File: config.mk
export PLATFORM = sky130hd
export DESIGN_NAME = nn_io_scheduler
export DESIGN_NICKNAME = d
export VERILOG_FILES = /design/src/rtl/nn_io_scheduler.sv
export SDC_FILE = /design/constraint.sdc
export NUM_CORES = 1
export LEC_CHECK = 0
export CAP_MARGIN = 20
export CORE_MARGIN = 2
export CORE_UTILIZATION = 45
export CTS_CLUSTER_DIAMETER = 150
export DETAILED_ROUTE_END_ITERATION = 10
export GPL_TIMING_DRIVEN = 0
export PLACE_DENSITY = 0.78
export SYNTH_ARGS = -nofsm -noshare
export SYNTH_HDL_FRONTEND = slang
export SYNTH_SLANG_ARGS = --single-unit
File: constraint.sdc
create_clock -name clk -period 6.36 [get_ports clk]
set_input_delay 1.272 -clock clk [delete_from_list [all_inputs] [get_ports clk]]
set_output_delay 1.272 -clock clk [all_outputs]
set_load 0.05 [all_outputs]
File: src/rtl/nn_io_scheduler.sv
// Front-end sequencer for the nn core: buffers input pairs, performs the
// post-reset weight-load pulse, then runs exactly one core operation at a time.
module nn_io_scheduler #(
  parameter int DATA_W     = 32,
  parameter int FIFO_DEPTH = 4,
  parameter int LOAD_WAIT  = 15,
  parameter int NN_LATENCY = 7
) (
  input  logic              clk,
  input  logic              resetn,
  input  logic              in_valid,
  output logic              in_ready,
  input  logic [DATA_W-1:0] in_data1,
  input  logic [DATA_W-1:0] in_data2,
  output logic              out_valid,
  input  logic              out_ready,
  output logic [DATA_W-1:0] out_data,
  output logic              out_ovf,
  output logic              out_zero,
  output logic              nn_enable,
  output logic [DATA_W-1:0] nn_input_1,
  output logic [DATA_W-1:0] nn_input_2,
  input  logic [DATA_W-1:0] nn_final_output,
  input  logic              nn_total_ovf,
  input  logic              nn_total_zero,
  output logic              loaded,
  output logic              busy
);

  localparam int AW    = $clog2(FIFO_DEPTH);
  localparam int CNT_MAX = (LOAD_WAIT > NN_LATENCY) ? LOAD_WAIT : NN_LATENCY;
  localparam int CW    = $clog2(CNT_MAX + 1);

  typedef enum logic [2:0] {
    S_LOAD_EN,
    S_LOAD_WT,
    S_IDLE,
    S_ISSUE,
    S_WAIT,
    S_HOLD
  } state_t;

  // Input pair FIFO: element 1 in the upper half, element 2 in the lower half.
  logic [2*DATA_W-1:0] r_mem [FIFO_DEPTH];
  logic [AW-1:0]       r_wr_ptr;
  logic [AW-1:0]       r_rd_ptr;
  logic [AW:0]         r_count;

  state_t              r_state;
  state_t              w_state_next;
  logic [CW-1:0]       r_cnt;
  logic [CW-1:0]       w_cnt_next;

  logic                r_nn_enable;
  logic                w_nn_enable_next;
  logic [DATA_W-1:0]   r_nn_in1;
  logic [DATA_W-1:0]   r_nn_in2;

  logic                r_out_valid;
  logic [DATA_W-1:0]   r_out_data;
  logic                r_out_ovf;
  logic                r_out_zero;
  logic                r_loaded;

  logic                w_full;
  logic                w_empty;
  logic                w_push;
  logic                w_pop;
  logic                w_capture;
  logic                w_release;
  logic                w_load_done;

  assign w_full  = (r_count == (AW+1)'(FIFO_DEPTH));
  assign w_empty = (r_count == '0);
  // A full FIFO refuses pushes even when a pop happens in the same cycle.
  assign w_push  = in_valid & ~w_full;

  always_comb begin
    w_state_next     = r_state;
    w_cnt_next       = r_cnt;
    w_nn_enable_next = 1'b0;
    w_pop            = 1'b0;
    w_capture        = 1'b0;
    w_release        = 1'b0;
    w_load_done      = 1'b0;
    case (r_state)
      S_LOAD_EN: begin
        w_nn_enable_next = 1'b1;
        w_cnt_next       = '0;
        w_state_next     = S_LOAD_WT;
      end
      S_LOAD_WT: begin
        if (r_cnt == CW'(LOAD_WAIT - 1)) begin
          w_load_done  = 1'b1;
          w_state_next = S_IDLE;
        end else begin
          w_cnt_next = r_cnt + CW'(1);
        end
      end
      S_IDLE: begin
        if (!w_empty) begin
          w_pop            = 1'b1;
          w_nn_enable_next = 1'b1;
          w_state_next     = S_ISSUE;
        end
      end
      S_ISSUE: begin
        // The cycle after ISSUE is cycle 1 of the core latency window.
        w_cnt_next   = CW'(1);
        w_state_next = S_WAIT;
      end
      S_WAIT: begin
        if (r_cnt == CW'(NN_LATENCY - 1)) begin
          w_capture    = 1'b1;
          w_state_next = S_HOLD;
        end else begin
          w_cnt_next = r_cnt + CW'(1);
        end
      end
      S_HOLD: begin
        if (out_ready) begin
          w_release    = 1'b1;
          w_state_next = S_IDLE;
        end
      end
      default: begin
        w_state_next = S_LOAD_EN;
      end
    endcase
  end

  always_ff @(posedge clk or negedge resetn) begin
    if (!resetn) begin
      r_state     <= S_LOAD_EN;
      r_cnt       <= '0;
      r_nn_enable <= 1'b0;
      r_nn_in1    <= '0;
      r_nn_in2    <= '0;
      r_out_valid <= 1'b0;
      r_out_data  <= '0;
      r_out_ovf   <= 1'b0;
      r_out_zero  <= 1'b0;
      r_loaded    <= 1'b0;
    end else begin
      r_state     <= w_state_next;
      r_cnt       <= w_cnt_next;
      r_nn_enable <= w_nn_enable_next;
      if (w_pop) begin
        r_nn_in1 <= r_mem[r_rd_ptr][2*DATA_W-1:DATA_W];
        r_nn_in2 <= r_mem[r_rd_ptr][DATA_W-1:0];
      end
      if (w_capture) begin
        r_out_data  <= nn_final_output;
        r_out_ovf   <= nn_total_ovf;
        r_out_zero  <= nn_total_zero;
        r_out_valid <= 1'b1;
      end else if (w_release) begin
        r_out_valid <= 1'b0;
      end
      if (w_load_done) begin
        r_loaded <= 1'b1;
      end
    end
  end

  always_ff @(posedge clk or negedge resetn) begin
    if (!resetn) begin
      r_wr_ptr <= '0;
      r_rd_ptr <= '0;
      r_count  <= '0;
    end else begin
      if (w_push) begin
        r_wr_ptr <= r_wr_ptr + AW'(1);
      end
      if (w_pop) begin
        r_rd_ptr <= r_rd_ptr + AW'(1);
      end
      case ({w_push, w_pop})
        2'b10:   r_count <= r_count + (AW+1)'(1);
        2'b01:   r_count <= r_count - (AW+1)'(1);
        default: r_count <= r_count;
      endcase
    end
  end

  // Storage needs no reset: the pointers define which entries are live.
  always_ff @(posedge clk) begin
    if (w_push) begin
      r_mem[r_wr_ptr] <= {in_data1, in_data2};
    end
  end

  assign in_ready   = ~w_full;
  assign out_valid  = r_out_valid;
  assign out_data   = r_out_data;
  assign out_ovf    = r_out_ovf;
  assign out_zero   = r_out_zero;
  assign nn_enable  = r_nn_enable;
  assign nn_input_1 = r_nn_in1;
  assign nn_input_2 = r_nn_in2;
  assign loaded     = r_loaded;
  assign busy       = (r_state != S_IDLE) | ~w_empty;

endmodule

==> results.tsv <==
metric	value	unit
status	finished, final reports clean	
relSlewSlack	0.515	
fin_nets	1006	
syn-cell-area	0.0140	mm2
max_freq	260	MHz
coreArea	0.0306	mm2
vias	6874	
ys_ff_latch	371	
final.min_clock_period	3.84	ns
gp_congestion	0.759	
die_w	180	um
grt_pass1_vias	7533	
p_leak	6.42	nW
hold_buffers	0	
die_h	180	um
syn2layout_area_growth	28.1	%
portBuffers	204	
worstPathArrival	2.57	ns
synth.avg_cell_area	21.7	um2
root_buffer	clkbuf_16	
layout_commonest_cell	edfxtp_1	
fin_util	0.586	
clock_path_buffers	3	
synth-adder-area-share	0.00769	
synth-xor-area-share	0.00438	
worst_ep_required_time	5.09	ns
cts_sinks	371	
start_kind	flip-flop	
synth_edf_count	256	
hold_ws	0.471	ns
yosysTopAreaCell	edfxtp_1	
setup_viol_count_final	0	
synth_compound_area_frac	0.0101	
grt_util_met3	0.0449	
ys_async_sr_fraction	0.310	
power.density	490	mW/mm2
antenna_found_initial	1	
die_area	0.0325	mm2
cp_top_family	simple AND/OR/NAND/NOR gates	
grt_pass1_wl	42800	um
criticalPathCategory	flip-flop to output pin	
detail_route.wl_per_cell	21.0	um
synth_top_family_by_area	multiplexers	
cp_slowest_cell	clkdlybuf4s50_1	
final_cell_mix	256 x edfxtp_1, 203 x clkdlybuf4s50_1, 115 x dfrtp_1, 64 x mux4_2, 51 x mux2_2	
clock_latency	0.51	ns
cts_tree	done	
ant_nets	0	
drc	0	
rsz0062_at_grt	false	
grt_max_degree	66	
setup_ws	2.52	ns
critPathBufInv	1	
seq_area_frac_synth	0.755	
busiest_layer	met2	
grt-ovfl-total	0	
routed_wl	27700	um
pin_count	205	
skew	0.00768	ns
numCtsBuffers	39	
drive_above_1_share	0.248	
yosys.area_share.simple	0.0144	
hold_path.class	flip-flop to flip-flop	
yosysWarnings	0	
track_usage	0.171	
dpl_worst_slack	3.05	ns
cts_resized	0	
end_kind	output pin	
postCtsSetupBuffers	0	
slowest_delay	0.73	ns
synthCells	646	
yosys_most_used_dff	edfxtp_1	
num_rows	64	
viasPerCell	5.20	
cap_violations	0	
clkSlewWorstSetupHoldPaths	0.06	ns
synth_fp_nets	756	
h-tree-depth	2	
drt_pre_antenna_iters	4	
slew_viol_final	0	
fin_setup_tns	0	ns
cp_max_fo	5	
synth_top_area_share	0.550	
period_share	0.605	
synth_cell_types	42	
vdd_drop_max	0.296	mV
dp.final_hpwl	17700	um
synth_area_leaders	edfxtp_1 55%, dfrtp_1 21%, mux4_2 10%	
use_met1	0.211	
start_util	0.457	
first_iter_violations	334	
cp_cell_sequence	or3b_4 -> or4_1 -> clkdlybuf4s50_1	
total_power	0.00877	W
final_hold_viol_count	0	
grtUsageMet2	0.301	
synthMuxAreaShare	0.192	
tightest_slew	0.728	ns
-- tightest hold or removal path: cells and delay by family, from the launching register on --
| family | cells | cell delay, ns |
|---|---|---|
| flip-flops | 1 | 0.34 |
| AO/OA/AOI/OAI | 1 | 0.05 |
| buffers and inverters | 1 | 0.05 |
-- per-stage QoR --
step                std cells  instance area (um2)
global placement         1246                16500
global route             1322                17900
CTS                      1322                17900
floorplan                 646                14000
finish                   1323                17900
detailed placement       1251                16700
-- flip-flops by register name, summed over array words and instances (netlist names) --
register    count
r_count         3
out_valid       1
r_wr_ptr        2
r_state         3
out_ovf         1
loaded          1
r_cnt           4
r_mem         256
out_data       32
nn_input_1     32
nn_input_2     32
nn_enable       1
out_zero        1
r_rd_ptr        2
-- metal layers --
metal  share of wire  vias up
met1            0.41     3551
met3           0.061       48
met5               0        -
met4           0.018        0
li1                -     3066
met2            0.51      209
-- cell families after synthesis --
group           Yosys count
flops                   371
mux                     165
buf+inv                  39
simple gates             34
compound gates           22
fa+ha+maj                 8
xor+xnor                  7
-- synth_stat cells, types with 2 or more instances --
cell type / number
edfxtp_1: 256
dfrtp_1: 115
mux4_2: 64
mux2_2: 51
mux2_4: 27
mux2_1: 23
buf_2: 11
inv_1: 11
nand2_1: 8
ha_1: 7
o21ai_0: 7
buf_6: 6
clkbuf_1: 6
a21oi_1: 4
and3_1: 4
nand2b_1: 4
nand3_1: 4
xor2_1: 4
nor2_1: 3
xnor2_1: 3
buf_1: 2
buf_8: 2
nor2b_1: 2
o22ai_1: 2
o31ai_1: 2
o41ai_1: 2
-- area by class of cell --
cell class	count	area (um2)
clock inverter	10	103
timing repair buffer	209	2170
buffer	28	190
inverter	11	41.3
fill	2199	12700
antenna	1	2.50
clock buffer	61	1140
multi-input combinational	236	3210
tap	396	495
sequential	371	10600
-- power breakdown --
part / switching (W) / leakage (nW) / internal, W / total, W
Combinational: 0.00180 / 2.11 / 0.00128 / 0.00308
Sequential: 0.000266 / 3.71 / 0.00325 / 0.00351
Clock: 0.000864 / 0.600 / 0.00131 / 0.00218
-- final timing paths --
check | start | cells after the start | endpoint | slack (ns)
setup reg to reg | r_state[0]$_DFFE_PN0P_ | 10 | r_count[2]$_DFFE_PN0P_ | 3.75
setup / recovery | r_state[0]$_DFFE_PN0P_ | 3 | busy | 2.52
hold / removal | loaded$_DFFE_PN0P_ | 2 | loaded$_DFFE_PN0P_ | 0.47
max in group asynchronous | resetn | 2 | nn_input_2[1]$_DFFE_PN0P_ | 4.90
hold reg to reg | loaded$_DFFE_PN0P_ | 2 | loaded$_DFFE_PN0P_ | 0.47
min in group asynchronous | resetn | 1 | nn_input_1[8]$_DFFE_PN0P_ | 0.72
No activity file was read; power rests on OpenSTA's default activity.
